$ cat config.mk
export PLATFORM = sky130hd
export DESIGN_NAME = bcd_to_binary
export DESIGN_NICKNAME = d
export VERILOG_FILES = /design/src/rtl/bcd_conv_pkg.sv /design/src/rtl/bcd_digit_adjust.sv /design/src/rtl/bcd_to_binary.sv
export SDC_FILE = /design/constraint.sdc
export NUM_CORES = 1
export LEC_CHECK = 0
export CORE_ASPECT_RATIO = 0.9
export CORE_MARGIN = 8
export CORE_UTILIZATION = 35
export CTS_BUF_LIST = sky130_fd_sc_hd__clkbuf_8
export DETAILED_ROUTE_END_ITERATION = 10
export GPL_TIMING_DRIVEN = 0
export SLEW_MARGIN = 20
export SYNTH_ARGS = -nofsm -noshare
export SYNTH_HDL_FRONTEND = slang
export SYNTH_SLANG_ARGS = --single-unit
$ cat constraint.sdc
create_clock -name clk -period 3.8 [get_ports clk]
set_clock_uncertainty 0.1 [all_clocks]
set_input_delay 0.95 -clock clk [delete_from_list [all_inputs] [get_ports clk]]
set_output_delay 0.95 -clock clk [all_outputs]
set_load 0.1 [all_outputs]
$ cat src/rtl/bcd_conv_pkg.sv
// Shared constants and state encoding for the BCD-to-binary converter.
// Nibble thresholds follow reverse double-dabble: after a right shift, a digit reading 8+ is corrected by 3.
package bcd_conv_pkg;

  typedef enum logic [1:0] {
    IDLE  = 2'd0,
    SHIFT = 2'd1,
    DONE  = 2'd2
  } state_t;

  localparam logic [3:0] ADJ_THRESH = 4'd8;
  localparam logic [3:0] ADJ_SUB    = 4'd3;
  localparam logic [3:0] BCD_MAX    = 4'd9;

endpackage

$ cat src/rtl/bcd_digit_adjust.sv
// Per-digit correction for reverse double-dabble: a shifted nibble of 8 or more loses 3.
// Purely combinational; digits never borrow from one another.
module bcd_digit_adjust
  import bcd_conv_pkg::*;
(
  input  logic [3:0] nibble_in,
  output logic [3:0] nibble_out
);

  assign nibble_out = (nibble_in >= ADJ_THRESH) ? (nibble_in - ADJ_SUB) : nibble_in;

endmodule

$ cat src/rtl/bcd_to_binary.sv
// Multi-cycle packed-BCD to binary converter, one reverse double-dabble iteration per clock.
// Handshake: start sampled in IDLE, busy during the shift phase, one-cycle done with bin/err.
module bcd_to_binary
  import bcd_conv_pkg::*;
#(
  parameter int DIGITS = 4,
  parameter int BIN_W  = 14
) (
  input  logic                  clk,
  input  logic                  rst,
  input  logic                  start,
  input  logic [4*DIGITS-1:0]   bcd,
  output logic                  busy,
  output logic                  done,
  output logic [BIN_W-1:0]      bin,
  output logic                  err
);

  localparam int BCD_W  = 4 * DIGITS;
  localparam int WORK_W = BCD_W + BIN_W;
  localparam int CNT_W  = $clog2(BIN_W + 1);
  localparam logic [CNT_W-1:0] LAST_ITER = CNT_W'(BIN_W - 1);

  state_t              state;
  logic [WORK_W-1:0]   work;
  logic [WORK_W-1:0]   shifted;
  logic [WORK_W-1:0]   adjusted;
  logic [CNT_W-1:0]    cnt;
  logic                bad;
  logic [DIGITS-1:0]   nib_bad;
  logic                in_bad;

  assign shifted = work >> 1;
  assign adjusted[BIN_W-1:0] = shifted[BIN_W-1:0];

  // The BCD field sits above the binary field, so digit g starts at BIN_W + 4*g.
  for (genvar g = 0; g < DIGITS; g++) begin : g_adjust
    bcd_digit_adjust u_adj (
      .nibble_in  (shifted[BIN_W + 4*g +: 4]),
      .nibble_out (adjusted[BIN_W + 4*g +: 4])
    );
  end

  for (genvar g = 0; g < DIGITS; g++) begin : g_check
    assign nib_bad[g] = (bcd[4*g +: 4] > BCD_MAX);
  end

  assign in_bad = |nib_bad;

  // NOTE: sequential state uses non-blocking assignments so every register samples pre-edge values.
  // NOTE: the work register is a plain flop vector, so it is reset along with the rest of the state.
  always_ff @(posedge clk or negedge rst) begin
    if (!rst) begin
      state <= IDLE;
      work  <= '0;
      cnt   <= '0;
      bad   <= 1'b0;
      busy  <= 1'b0;
      done  <= 1'b0;
      bin   <= '0;
      err   <= 1'b0;
    end else begin
      done <= 1'b0;
      case (state)
        IDLE: begin
          if (start) begin
            work <= {bcd, {BIN_W{1'b0}}};
            cnt  <= '0;
            bad  <= in_bad;
            if (in_bad) begin
              state <= DONE;
            end else begin
              state <= SHIFT;
              busy  <= 1'b1;
            end
          end
        end
        SHIFT: begin
          work <= adjusted;
          cnt  <= cnt + 1'b1;
          if (cnt == LAST_ITER) begin
            state <= DONE;
            busy  <= 1'b0;
          end
        end
        DONE: begin
          done  <= 1'b1;
          bin   <= bad ? '0 : work[BIN_W-1:0];
          err   <= bad;
          state <= IDLE;
        end
        default: state <= IDLE;
      endcase
    end
  end

`ifndef SYNTHESIS
  // A valid conversion must drain every BCD digit into the binary field.
  always @(posedge clk) begin
    if (rst && state == DONE && !bad) begin
      assert (work[WORK_W-1:BIN_W] == '0)
        else $error("bcd_to_binary: residual BCD field %0h after conversion", work[WORK_W-1:BIN_W]);
    end
  end
`endif

endmodule

==> results list, run 1 <==
- The number of cells on the worst reg-to-reg path is 2.
- Crit path capture type: output port
- Starting Density: between 30% and 40%
- The Yosys step of the flow raised 0 warnings.
* Y dimension of the die: roughly 97 um
- Overall track demand over capacity in global routing: between 10% and 20%
- Worst slew pin tran: 0.984 ns
* Worst path slowest cell: sky130_fd_sc_hd__clkdlybuf4s50_1
- Peak fanout along the critical path: 2
- Power density relative to cell area: 572 mW/mm2
- Tracing the worst setup path back leads to its startpoint at bin[7].
- TritonCTS built the clock tree.
- Share of the synthesized area in compound gates (AO/OA/AOI/OAI): 18.9%
* Largest stage delay on the critical path: between 1 and 1.5 ns
- Arrival time at the worst endpoint: between 1.5 and 2 ns
- At the end of the flow, the number of nets in the layout was between 200 and 300.
- Startpoint of the most critical register-to-register path: state[1]
- Violation count after the first detailed-route iteration: 49
- After synthesis, flip-flops and latches occupy a little over half of the total area.
- After Yosys synthesis, and, or, nand and nor cells account for a little over an eighth of the synthesized area.
- Cell Chain, Critical Path: clkdlybuf4s50_1
* Die area: 0.0102 mm2
- Post-CTS resize count: 0
* I/O Buffers: 35
- Together, buffers and inverters on the worst path number 1.
- The smallest clock period supported by the final layout is computed as between 2 and 3 ns.
- Fraction of layout cells with a size suffix above 1: 8.89%
- Worst EP required: 2.75 ns
* Average wire length per cell after detail routing: ~15 um
- Maximum number of pins on one net before global-route repair: 55
- Antenna-violating nets left: 0
- Root Driver: sky130_fd_sc_hd__clkbuf_8
- Reported max-cap violation count: 0
- CTS Buffer Depth: 2
* Area of the mapped netlist: 0.00253 mm2
- Setup violations remaining at the end of the flow were counted as 0.
- Total gr overflow: 0
- Cts bufs inserted: 5
* Diodes inserted: 0
- At the placement stage, the worst setup path has a slack of approximately 1.2 ns.
* Internal power: 1.14 mW
- Post-detail-place hpwl: about 4000 um
* Number of inserted filler cells in the final layout: about 690
- Reg clk slew, reported paths: around 0.090 ns
* Area Growth Syn to Fin: 22.6%
- Of the total power, the clock network draws approximately a fifth.
* Fin crit share: roughly 76%
- The number of failing hold endpoints at the final stage is 0.
* Total stage count of the critical path: 1
- After synthesis, the largest family of logic cells by area is compound AO/OA/AOI/OAI gates.
- The total count of max-transition violations in the final report was 0.
* H-Tree Depth: 2
- Top-Level Pins: 36
- Worst hold stages: 1
* Xor and xnor area share after synthesis: between 2 and 2.5%
* Combinational Power Share: 33.2%
- Top Family by Delay on Critical Path: buffers and inverters
- Detailed routing inserted a total of between 1500 and 2000 vias.
- Setup Fix Bufs, Post-CTS: 0
* Main area contributors after synthesis: sky130_fd_sc_hd__dfrtp_1, sky130_fd_sc_hd__a22o_1, sky130_fd_sc_hd__o21ai_1
* Mapped Avg Cell Area: between 10 and 15 um2
* Initial antenna violation count: 0
* LEAKAGE: 1.33 nW
- The first global-routing pass estimated ~9600 um of wire.
* Status: finished clean
* Launching element type of the critical path: register
- Sequential cells account for a little under half of the total power.
- Drc violations: 0
- The number of global-route vias before repair came to ~1800.
- Setup repair after global routing missed its margin: no
* Post-synthesis net count: 255
* Critical Setup Path Class: reg -> out
- Synthesis produced a netlist whose cell count is roughly 230.
- Cell taking the most area after synthesis: sky130_fd_sc_hd__dfrtp_1
- Chip Width: around 110 um
- Headroom to the max-slew limit came out at about a third.
- Routability Congestion: slightly below 0.8
- Clock insertion delay at the later pin of the skew report: 0.31 ns
- Sum of negative setup slack: 0 ns
- The synthesized design contains 54 register bits.
- Quantity of hold-fixing buffers added after cts: 0
- In this run the biggest area consumer among cell types represents a little over half of the synthesized area.
* First-pass iteration count of the detailed router: 4
- In the post-route analysis, the smallest setup slack over all paths is ~0.92 ns.
- Adder-cell share of the synthesized area: roughly 4.0%
- Row generation in the floorplan step produced 29 rows.
- Dividing the detail-routed via count by the number of cells gives between 4 and 5.
* Proportion of total power due to net switching: a little over a third
- In this run, distinct cell masters in the synthesized netlist total 40.
- Final wirelength: between 5000 and 6000 um
- Worst VDD drop: about 0.00018 V
- Highest clock rate: roughly 350 MHz
- Startpoint of the tightest hold check path: cnt[3]
* Clk sinks: 54
* Portion of netlist area occupied by mux cells: 3.71%
- In this run the worst hold path is classified as reg -> reg.
- Placeable Area: just over 0.007 mm2
- The analysis attributes to net switching a power of 637 uW.
cell usage in the layout, fill, tap and decap left out, types with 6 or more instances in the layout:
cell / n
sky130_fd_sc_hd__ha_1: 8
sky130_fd_sc_hd__clkdlybuf4s50_1: 34
sky130_fd_sc_hd__dfrtp_1: 54
sky130_fd_sc_hd__a22o_1: 15
sky130_fd_sc_hd__nand2b_1: 16
sky130_fd_sc_hd__a21oi_1: 6
sky130_fd_sc_hd__o21ai_1: 24
sky130_fd_sc_hd__buf_2: 6
sky130_fd_sc_hd__inv_1: 9
sky130_fd_sc_hd__mux2i_1: 6
sky130_fd_sc_hd__nor2b_1: 6
sky130_fd_sc_hd__nand2_1: 20
state kept, by name, summed over array words and instances, names as in the netlist:
name,flops
state,2
work,30
busy,1
done,1
bin,14
cnt,4
err,1
bad,1
cell usage after synthesis (all sizes together):
library cell and number:
dfrtp 54, o21ai 28, nand2 20, nand2b 17, a22o 15, buf 10, inv 10, ha 8
nor2b 7, a21oi 6, mux2i 6, o22a 5, nor2 4, nor3b 4, o22ai 4, xnor2 4
a32oi 3, mux2 3, xor2 3, a211oi 2, a22oi 2, clkbuf 2, nand4 2, a21o 1
a2bb2oi 1, and3b 1, nand3 1, nand3b 1, o211ai 1, o21bai 1, o2bb2ai 1, or3b 1
power groups by stage:
stage	sequential [mW]	combinational, mW	clock [mW]
final	0.805	0.589	0.380
after global routing	0.824	0.661	0.416
after CTS	0.806	0.597	0.395
after detailed placement	0.818	0.594	0
after global placement	0.814	0.585	0
after floorplan	0.854	0.385	0
logic make-up (layout without fill, tap and decap cells):
group / count (synthesis) / after routing
mux: 9 / 9
simple gates: 58 / 58
flops: 54 / 54
fa+ha+maj: 8 / 8
xor+xnor: 7 / 7
compound gates: 70 / 70
buf+inv: 22 / 64
path summary, 6_finish.rpt:
path                                  to  slack (ns)
worst max-delay path              bin[7]        0.92
worst min-delay path              cnt[3]        0.38
worst max register to register       bad        2.25
worst min register to register    cnt[3]        0.38
max in group asynchronous       state[0]        2.58
min in group asynchronous       work[15]        0.56
through the flow:
stage	instances	power [mW]	cell area [um2]	hold WS [ns]	util [%]
3_5_place_dp	356	1.41	3000	0.376	42.6
2_1_floorplan	228	1.24	2530	0.346	-
6_report	363	1.77	3100	0.385	44.1
3_3_place_gp	356	1.40	3000	0.368	42.6
5_1_grt	363	1.90	3100	0.425	44.1
4_1_cts	363	1.80	3100	0.396	44.1
layout make-up:
| cell class | instances | area (um2) | share of cell area, % |
|---|---|---|---|
| Inverter | 10 | 37.5 | 1.21 |
| Multi-Input combinational cell | 152 | 1070 | 34.4 |
| Clock inverter | 2 | 38.8 | 1.25 |
| Timing Repair Buffer | 35 | 348 | 11.2 |
| Clock buffer | 5 | 68.8 | 2.22 |
| Tap cell | 93 | 116 | 3.75 |
| Sequential cell | 54 | 1350 | 43.5 |
| Buffer | 12 | 75.1 | 2.42 |
routing by layer:
layer / vias up / part of all wire, % / global-route usage [%]
met4: 0 / 1.4 / 3.89
met5: - / 0 / 0
met2: 31 / 46 / 17.1
met3: 6 / 3.7 / 3.18
li1: 874 / - / -
met1: 888 / 49 / 15.5
Note: power is estimated with default switching activity, not from simulation.
==> run 2, diff against run 1 <==
- clock period: 3.8 -> 2.5 ns (I/O delays scaled with it)
==> run 2 against run 1 <==
Effect of this change:
- final cell count is the same
- via count grew 0.72%
- worst hold slack lost 0.15 ns
- non-clock buffer count is the same
- total power grew 51%
- wire length shrank 0.16%
- count of clock-buffer cells in the layout is the same
- clock power grew 52%
==> results list, run 2 (synthesis results as in run 1) <==
- The detailed placement HPWL is 4020 um (unchanged).
* Highest clock rate: roughly 440 MHz
* Top Family by Delay on Critical Path: buffers and inverters (unchanged)
* Initial antenna violation count: 0 (unchanged)
- Sum of negative setup slack: 0 ns (unchanged)
- The register with the highest flop count is work (unchanged).
* Violation count after the first detailed-route iteration: 39 (was 49)
- Setup repair after global routing missed its margin: no (unchanged).
* Starting Density: 36.0% (unchanged)
- First-pass GRT wire length: 9590 um (unchanged)
* Root Driver: sky130_fd_sc_hd__clkbuf_8 (unchanged)
- The post-route DRC violation count came to 0 (unchanged).
* Status: finished clean (unchanged)
- Placeable Area: 0.00704 mm2 (unchanged)
- The relative contribution of the clock network to total power came to 21.5% (was 21.4%).
- The internal power summed over all cells is 1.72 mW (was 1.14 mW).
- After layout, the minimum clock period comes to between 2 and 2.5 ns.
* Cts bufs inserted: 5 (unchanged)
- Final wirelength: 5600 um (was 5610 um)
* Regs by FF count: work x30, bin x14, cnt x4 (unchanged)
- Net switching component of the power: 965 uW (was 637 uW)
* Commonest non-fill, non-tap cell in the layout: sky130_fd_sc_hd__dfrtp_1 (unchanged)
- TritonCTS clock tree: built (unchanged)
* Final core utilization: 43.8% (was 44.1%)
* Proportion of total power due to net switching: 36.0% (was 35.9%)
* Die area: 0.0102 mm2 (unchanged)
- Standard-cell rows: 29 (unchanged)
- The total instance count after detailed placement is 356 (unchanged).
- Relative max-transition margin: 35.4% (was 34.2%)
* Cell Chain, Critical Path: dlygate4sd2_1 (was clkdlybuf4s50_1)
- The number of failing hold endpoints at the final stage came to 0 (unchanged).
- The worst-skew pair later-pin latency came to 0.30 ns (was 0.31 ns).
* Peak fanout along the critical path: 2 (unchanged)
- The worst supply voltage drop on vdd was 0.000269 V (was 0.000177 V).
- The horizontal die dimension is 106 um (unchanged).
- Top library cells by usage in the layout, fill and taps aside: sky130_fd_sc_hd__dfrtp_1, sky130_fd_sc_hd__o21ai_1, sky130_fd_sc_hd__nand2_1 (was sky130_fd_sc_hd__dfrtp_1, sky130_fd_sc_hd__clkdlybuf4s50_1, sky130_fd_sc_hd__o21ai_1).
- LEAKAGE: 1.40 nW (was 1.33 nW)
- The sum of buffers and inverters on the critical path came to 1 (unchanged).
- The number of detailed-route iterations in the first pass was 4 (unchanged).
- Area Growth Syn to Fin: 21.7% (was 22.6%)
- H-Tree Depth: 2 (unchanged)
- Antenna-violating nets left: 0 (unchanged)
* Diodes inserted: 0 (unchanged)
- Worst path slowest cell: sky130_fd_sc_hd__dlygate4sd2_1 (was sky130_fd_sc_hd__clkdlybuf4s50_1)
- The critical path required time was 1.77 ns (was 2.75 ns).
* Routability Congestion: 0.776 (unchanged)
* Average wire length per cell after detail routing: 15.4 um (was 15.5 um)
- The category of the most critical setup path was reg -> out (unchanged).
* Reg clk slew, reported paths: 0.09 ns (about the same)
- The vias after detailed routing was 1812 (was 1799).
* Launching element type of the critical path: register (unchanged)
- Final layout net count: 297 (unchanged)
- The ratio of total power to cell area came to 871 mW/mm2 (was 572 mW/mm2).
- I/O Buffers: 35 (unchanged)
- Number of max-slew violations in the final report: 0 (unchanged)
* Crit path capture type: output port (unchanged)
* Part of the total power dissipated in sequential elements: 45.6% (was 45.4%)
- Y dimension of the die: 96.7 um (unchanged)
- Maximum number of pins on one net before global-route repair: 55 (unchanged)
- The remaining global-route overflow came to 0 (unchanged).
- Final count of negative-setup-slack endpoints: 0 (unchanged)
* Fraction of layout cells with a size suffix above 1: 8.89% (unchanged)
- The final non-filler cell total is 363 (unchanged).
- Hold WC Path Type: in -> async (was reg -> reg)
- Startpoint of the most critical register-to-register path: state[1] (unchanged)
- CTS Buffer Depth: 2 (unchanged)
- The logic gate share of total power is 33.0% (was 33.2%).
* Reported max-cap violation count: 0 (unchanged)
- The worst-case hold slack came to 0.234 ns (was 0.385 ns).
- The worst-margin pin slew came to 0.973 ns (was 0.984 ns).
* Number of global-route vias before repair: 1835 (was 1839)
- The global-route usage over all layers came to 11.5% (unchanged).
* Arrival time at the worst endpoint: 1.55 ns (was 1.83 ns)
* Start point of the critical path: bin[7] (unchanged)
* Fin crit share: about nine tenths
- The delay contributed by the slowest stage of the critical path was 0.87 ns (was 1.15 ns).
* Flip-flop count of the largest register after layout: 30 (unchanged)
- The number of top-level pins came to 36 (unchanged).
- The number of sinks driven by the clock tree was 54 (unchanged).
- Tot Pwr: 2.68 mW (was 1.77 mW)
- The via count normalized by instance count is 4.99 (was 4.96).
-- run 2: worst paths after layout --
kind	end	slack, ns	cells past startpoint
worst min register to register	bin[13]	0.38	2
min in group clk	bin[13]	0.38	2
worst max-delay path	bin[7]	0.23	1
max in group asynchronous	bin[0]	1.61	1
worst max register to register	bad	0.95	2
worst min-delay path	work[15]	0.23	1
-- run 2: metal layers --
metal	routed length [um]	global-route usage [%]	vias up
met1	2730	15.5	894
met3	218	3.18	6
met4	79	3.89	0
li1	-	-	879
met5	0	0	-
met2	2580	17.1	33
-- run 2: stage by stage --
| step | worst slack (ns) | instance area, um2 |
|---|---|---|
| global route | 0.150 | 3080 |
| finish | 0.226 | 3080 |
| global placement | -0.963 | 3000 |
| detailed placement | 0.244 | 3000 |
| CTS | 0.204 | 3080 |
| floorplan | 0.878 | 2530 |
-- run 2: timing repair --
action | in CTS | in global routing
setup endpoints to repair | 17 | 0
hold buffers | 0 | 0
buffers inserted | 0 | 0
gates resized for setup | 17 | 0
-- run 2: layout make-up --
class                           count  area (um2)
Buffer                             12        75.1
Tap cell                           93         116
Sequential cell                    54        1350
Clock inverter                      2        38.8
Inverter                           10        37.5
Fill cell                         694        3960
Multi-Input combinational cell    152        1070
Clock buffer                        5        68.8
Timing Repair Buffer               35         327
-- run 2: power groups by stage --
stage,Combinational (mW),Sequential [mW],Clock [mW]
2_1_floorplan,0.586,1.30,0
3_3_place_gp,0.889,1.24,0
3_5_place_dp,0.904,1.24,0
4_1_cts,0.898,1.22,0.600
5_1_grt,0.994,1.25,0.632
6_report,0.885,1.22,0.576
-- run 2: worst reg2reg max path, stage by stage, from the launching register on --
cell	delay, ns
sky130_fd_sc_hd__dfrtp_1	0.46
sky130_fd_sc_hd__nor3b_2	0.51
sky130_fd_sc_hd__mux2_1	0.38
==> run 3, diff against run 2 <==
- ABC_AREA: unset -> 1
==> run 3 against run 2 <==
Effect of this change:
- count of clock-buffer cells in the layout stayed put
- non-clock buffer count fell by 3
- final cell count up 11%
- largest power group unchanged
- highest routed layer unchanged
==> results list, run 3 <==
- Status: finished clean (unchanged).
- Cts bufs inserted: 5 (unchanged)
* Number of buffers and inverters on the critical path: 1 (unchanged)
- Fin crit share: 91.5% (was 90.9%)
- Portion of netlist area occupied by mux cells: 0% (was 3.71%)
* Worst setup margin: 0.212 ns (was 0.226 ns)
- Drc violations: 0 (unchanged)
- The maximum number of buffers from clock root to sink came to 2 (unchanged).
- The synthesized area divided by synthesized cell count was 9.32 um2 (was 11.1 um2).
- The count of max-cap constraint violations was 0 (unchanged).
- The post-placement cell area is 0.00294 mm2 (was 0.00300 mm2).
- The share of synthesized registers carrying an async set or reset was 100% (unchanged).
* Top library cells by usage in the layout, fill and taps aside: sky130_fd_sc_hd__dfrtp_1, sky130_fd_sc_hd__nand2_1, sky130_fd_sc_hd__inv_1 (was sky130_fd_sc_hd__dfrtp_1, sky130_fd_sc_hd__o21ai_1, sky130_fd_sc_hd__nand2_1)
- The flop and latch count out of synthesis is 54 (unchanged).
- The post-layout utilization of the core is 43.4% (was 43.8%).
- The register area came to 0.00135 mm2 (unchanged).
* Number of standard cells after synthesis: 266 (was 228)
- Launching element type of the critical path: register (unchanged)
* Highest clock rate: 437 MHz (was 440 MHz)
- The count of cells along the worst register-to-register path is 5 (was 2).
* Routability Congestion: 0.852 (was 0.776)
- The number of DRC markers after the initial detailed-route iteration was 84 (was 39).
- Fraction of the yosys area taken by sequential cells: 54.5% (was 53.4%)
* Worst EP required: 1.77 ns (about the same)
* Cell taking the most area after synthesis: sky130_fd_sc_hd__dfrtp_1 (unchanged)
- Part of the total power dissipated in sequential elements: 41.2% (was 45.6%)
* Final layout net count: 335 (was 297)
* Sum of negative setup slack: 0 ns (unchanged)
- First-pass GRT wire length: 9100 um (was 9590 um)
- The worst-margin pin slew came to 0.972 ns (was 0.973 ns).
* Standard-cell rows: 29 (unchanged)
* I/O Buffers: 35 (unchanged)
* Post-Route Hold Slack: 0.242 ns (was 0.234 ns)
* First-pass iteration count of the detailed router: 4 (unchanged)
- The wire length reported by the detailed router came to 5320 um (was 5600 um).
* Number of inserted filler cells in the final layout: 694 (unchanged)
- Xor and xnor area share after synthesis: 1.77% (was 2.42%)
- The static leakage power is 1.42 nW (was 1.40 nW).
- Post-synthesis net count: 293 (was 255)
- Main area contributors after synthesis: sky130_fd_sc_hd__dfrtp_1, sky130_fd_sc_hd__nand2_1, sky130_fd_sc_hd__o21ai_0 (was sky130_fd_sc_hd__dfrtp_1, sky130_fd_sc_hd__a22o_1, sky130_fd_sc_hd__o21ai_1)
- The global-route usage over all layers came to 11.2% (was 11.5%).
- Clock network fraction of design power: 17.5% (was 21.5%)
- The vertical extent of the die was 95.9 um (was 96.7 um).
* Net switching component of the power: 1.30 mW (was 965 uW)
- Most frequent cells after synthesis: sky130_fd_sc_hd__dfrtp_1, sky130_fd_sc_hd__nand2_1, sky130_fd_sc_hd__inv_1, sky130_fd_sc_hd__o21ai_0, sky130_fd_sc_hd__nor2_1 (was sky130_fd_sc_hd__dfrtp_1, sky130_fd_sc_hd__o21ai_1, sky130_fd_sc_hd__nand2_1, sky130_fd_sc_hd__nand2b_1, sky130_fd_sc_hd__a22o_1).
- The register with the highest flop count is work (unchanged).
* Placement-stage worst setup slack: 0.197 ns (was 0.244 ns)
- Post-synth cell types: 24 (was 40)
- Cell Chain, Critical Path: dlygate4sd2_1 (unchanged)
- Starting Density: 35.6% (was 36.0%)
* Initial antenna violation count: 0 (unchanged)
- The compound-cell area share of the yosys netlist was 17.1% (was 18.9%).
- Adder-cell share of the synthesized area: 4.04% (was 3.95%)
- The multi-input logic area is 898 um2 (was 0.00107 mm2).
- The CTS clock-pin slew for the worst setup and hold paths was 0.11 ns (was 0.09 ns).
- The number of top-level pins is 36 (unchanged).
- The worst supply voltage drop on vdd came to 0.000682 V (was 0.000269 V).
- The share of the synthesized area in the top cell type came to 54.5% (was 53.4%).
- H-Tree Depth: 2 (unchanged)
- Maximum number of pins on one net before global-route repair: 55 (unchanged)
* TritonCTS clock tree: built (unchanged)
- Die area: 0.0100 mm2 (was 0.0102 mm2)
- The number of failing hold endpoints at the final stage came to 0 (unchanged).
- Hold WC Path Type: in -> async (unchanged)
- The most common flop cell mapped by yosys is sky130_fd_sc_hd__dfrtp_1 (unchanged).
* Final instance area: 0.00302 mm2 (was 0.00308 mm2)
- The final non-filler cell total is 402 (was 363).
- Flip-flop count of the largest register after layout: 30 (unchanged)
* Fraction of layout cells with a size suffix above 1: 10.4% (was 8.89%)
* Arrival time at the worst endpoint: 1.56 ns (was 1.55 ns)
* Critical Setup Path Class: reg -> out (unchanged)
- Number of global-route vias before repair: 1999 (was 1835)
- Dominant combinational cell family by area after synthesis: compound AO/OA/AOI/OAI gates (unchanged)
- The normalized max-slew margin is 35.4% (about the same).
* Clock insertion delay at the later pin of the skew report: 0.31 ns (was 0.30 ns)
- Regs by FF count: work x30, bin x14, cnt x4 (unchanged)
- The number of sinks driven by the clock tree was 54 (unchanged).
- The family with the most delay on the worst path is buffers and inverters (unchanged).
- The number of synthesis warnings came to 0 (unchanged).
- Number of enable-type register cells in the synthesized netlist: 0 (unchanged)
* Commonest non-fill, non-tap cell in the layout: sky130_fd_sc_hd__dfrtp_1 (unchanged)
- Peak fanout along the critical path: 2 (unchanged)
- The wire length per cell after detailed routing came to 13.2 um (was 15.4 um).
- The total count of max-transition violations in the final report is 0 (unchanged).
- Placeable Area: 0.00697 mm2 (was 0.00704 mm2)
- The power consumption came to 3.01 mW (was 2.68 mW).
* Power density relative to cell area: 995 mW/mm2 (was 871 mW/mm2)
* Worst path slowest cell: sky130_fd_sc_hd__dlygate4sd2_1 (unchanged)
- Area of the mapped netlist: 0.00248 mm2 (was 0.00253 mm2)
- Final count of negative-setup-slack endpoints: 0 (unchanged)
- The endpoint class of the critical path was an output port (unchanged).
- Proportion of total power due to net switching: 43.3% (was 36.0%)
* Total number of vias: 1862 (was 1812)
- Root Driver: sky130_fd_sc_hd__clkbuf_8 (unchanged)
- The simple-gate share of the synthesized area is 13.4% (was 13.2%).
- The total instance count after detailed placement is 394 (was 356).
- Setup repair after global routing missed its margin: no (unchanged).
- Largest stage delay on the critical path: 0.86 ns (was 0.87 ns)
- Internal power: 1.70 mW (was 1.72 mW)
- The remaining global-route overflow was 0 (unchanged).
- The clock period minus final worst setup slack was 2.29 ns (was 2.27 ns).
- Post-detail-place hpwl: 3770 um (was 4020 um)
* Chip Width: 105 um (was 106 um)
- Combinational Power Share: 41.3% (was 33.0%)
* Total stage count of the critical path: 1 (unchanged)
- Area Growth Syn to Fin: 21.8% (was 21.7%)
- The antenna violation net count after detailed routing is 0 (unchanged).
- The via count normalized by instance count is 4.63 (was 4.99).
- The diode insertion count for antenna repair is 0 (unchanged).
- Most common cell in the synthesized netlist: sky130_fd_sc_hd__dfrtp_1 (unchanged)
-- run 3: cell types whose count changed in the layout (fill, tap and decap cells not counted), sizes merged, moves of 6 or more --
cell	before	now
inv	10	41
nand2	20	48
nor2	4	22
nand2b	17	0
a22o	15	0
o22ai	4	18
o21ai	28	39
a21oi	6	13
nor2b	7	0
mux2i	6	0
-- run 3: final timing paths --
| check | startpoint | slack (ns) | end |
|---|---|---|---|
| setup / recovery | bin[0] | 0.21 | bin[0] |
| hold / removal | rst | 0.24 | work[23] |
| setup reg to reg | state[1] | 0.83 | bad |
| hold reg to reg | bin[7] | 0.39 | bin[7] |
| max in group asynchronous | rst | 1.60 | work[3] |
| min in group clk | bin[7] | 0.39 | bin[7] |
-- run 3: area by class of cell --
type                    count  share of cell area, %
clock buffers               5                   2.28
inverters                  39                   4.85
well taps                  93                   3.85
multi-input cells         164                   29.7
repair buffers             35                   10.8
flip-flops and latches     54                   44.7
clock inverters             3                  0.953
plain buffers               9                   2.78
-- run 3: power by group through the flow --
stage	clock (mW)	combinational (mW)	sequential, mW
finish	0.525	1.24	1.24
CTS	0.544	1.26	1.24
global placement	0	1.25	1.25
global route	0.582	1.40	1.27
floorplan	0	0.796	1.39
detailed placement	0	1.26	1.26
-- run 3: metal layers --
metal  routed length [um]  global-route usage, %  vias to the layer above  part of all wire, %
met2                 2470                   19.2                       28                   46
met1                 2620                   13.7                      878                   49
met5                    0                      0                        -                    0
met3                  162                   2.41                        5                  3.0
li1                     -                      -                      951                    -
met4                   64                   4.39                        0                  1.2
-- run 3: timing repair --
| action | in CTS | in global routing |
|---|---|---|
| setup endpoints to repair | 17 | 0 |
| hold buffers | 0 | 0 |
| hold endpoints to repair | 0 | 0 |
| gates resized for setup | 17 | 0 |
| setup buffers | 0 | 0 |
-- run 3: cell families (layout without fill, tap and decap cells) --
logic type               Yosys count  count (layout)
flip-flops                        54              54
buffers and inverters             48              91
adder cells (fa/ha/maj)            8               8
XOR/XNOR                           5               5
AO/OA/AOI/OAI                     75              75
AND/OR/NAND/NOR                   76              76
==> variant (config.mk and constraints of run 3) <==
The parameter `DIGITS` goes from 4 to 3.
--- a/src/rtl/bcd_to_binary.sv
+++ b/src/rtl/bcd_to_binary.sv
@@ -3,7 +3,7 @@
 module bcd_to_binary
   import bcd_conv_pkg::*;
 #(
-  parameter int DIGITS = 4,
+  parameter int DIGITS = 3,
   parameter int BIN_W  = 14
 ) (
   input  logic                  clk,
Interface: changed (resized bcd); port bits go from 36 to 32. No check against the original RTL was run, so the function may have changed too.
==> variant against run 3 <==
- final area down 14%
- non-clock buffer count decreased by 5
- total power is 9.1% higher
- wire length is 14% lower
- sequential cell count down 4
- sequential share of layout area rose by 3.3 points
- synthesized area is 14% lower
- synthesized cell count fell by 15%
- count of clock-buffer cells in the layout unchanged
- setup slack better by 0.028 ns
- critical endpoint is now bin[3]
- largest power group is now combinational cells
==> variant: results (changes against run 3) <==
Critical Path Start bin[3]; routed wire length per instance 13.7 um (+3.4%); r2r startpoint state[0]; CP top delay family buffers and inverters; largest registers work: 26 flops, bin: 14 flops, cnt: 4 flops; Setup Buffers After CTS 0 (unchanged); antenna violations before repair 0 (unchanged); Detailed Route Iter0 Violations 105 (+25%); Top FF cell, synth dfrtp_1; ant diodes 0 (unchanged); top post-synthesis cells by count dfrtp_1, nand2_1, o21ai_0; Least-Margin Pin Slew 0.967 ns (-0.00552 ns); layout cells sized above 1 0.0720 (-0.0316); fillers 600 (-14%); Yosys warning count 0 (unchanged); post-synthesis async set-or-reset flop share 1.00 (unchanged); GPL Wtd Cong 0.783 (-8.1%); Total GRT Usage 0.110 (-0.00214); max incr delay on CP 0.86 ns (about the same); first-pass GRT wire length 7.95 mm (-13%); CP arrival 1.54 ns (-0.02 ns); Port Buffer Count 31 (-11%); CTS H-tree lvls 2 (unchanged); total number of vias 1,597 (-14%); largest net degree at the start of global routing 51 (-7.3%); Switch Pwr 0.00158 W (+21%); drt first pass iters 4 (unchanged); sequential area share after synthesis 0.588 (+0.0430); worst hold path type primary input to async pin; vias in the first global route 1,666 (-17%); Mapped Nets 246 (-16%); Leakage Power 1.27 nW (-11%); # nets final 284 (-15%); top post-synthesis cells by area dfrtp_1, nand2_1, o21ai_0; status finished, final reports clean; Post-DP HPWL 3.24 mm (-14%); peak supply drop 0.000451 V (-34%); worst slack, placed 0.285 ns (+0.0880 ns); Skew-Pair Late Insertion Delay 0.30 ns
==> variant: per-stage QoR <==
stage | area, sq um | TNS, ns | instances | total power (W)
global placement | 2530 | -39.20 | 328 | 0.00285
finish | 2600 | 0 | 336 | 0.00328
global route | 2600 | 0 | 336 | 0.00356
detailed placement | 2530 | 0 | 328 | 0.00287
CTS | 2600 | 0 | 336 | 0.00331
floorplan | 2130 | 0 | 225 | 0.00245
==> variant: final timing paths <==
kind	end	slack, ns	cells after the start
worst max-delay path	bin[3]	0.24	1
worst min-delay path	bin[6]	0.23	1
worst max register to register	bin[10]	0.85	4
worst min register to register	busy	0.39	2
max in group asynchronous	work[23]	1.65	1
min in group clk	busy	0.39	2
==> variant: timing repair <==
item,CTS,global route
endpoints found under the setup margin,16,1
hold endpoints to repair,0,0
resized for setup,16,1
==> variant: logic make-up after synthesis <==
family	Yosys count	synth area share
AOI/OAI and AO/OA	62	0.164
xor gates and xnor gates	4	0.0165
adders and majority gates	6	0.0353
buffers and inverters	38	0.0764
DFF	50	0.588
and+or+nand+nor	65	0.120
==> variant: area by class of cell <==
type                    count  share of cell area
plain buffers               8              0.0192
clock buffers               5              0.0264
clock inverters             3             0.00962
inverters                  30              0.0433
multi-input cells         137               0.275
flip-flops and latches     50               0.481
well taps                  72              0.0346
repair buffers             31               0.112
==> variant: power groups by stage <==
stage	clock network (W)	registers [W]	logic [W]
global placement	0	0.00124	0.00161
CTS	0.000498	0.00123	0.00159
floorplan	0	0.00167	0.000773
finish	0.000478	0.00123	0.00158
detailed placement	0	0.00125	0.00162
global route	0.000534	0.00127	0.00176
==> variant: routing by layer <==
layer / track usage / vias up / wire [um]
li1: - / 823 / -
met1: 0.145 / 753 / 2310
met2: 0.170 / 15 / 2100
met3: 0.0262 / 6 / 117
met4: 0.0421 / 0 / 68
met5: 0 / - / 0
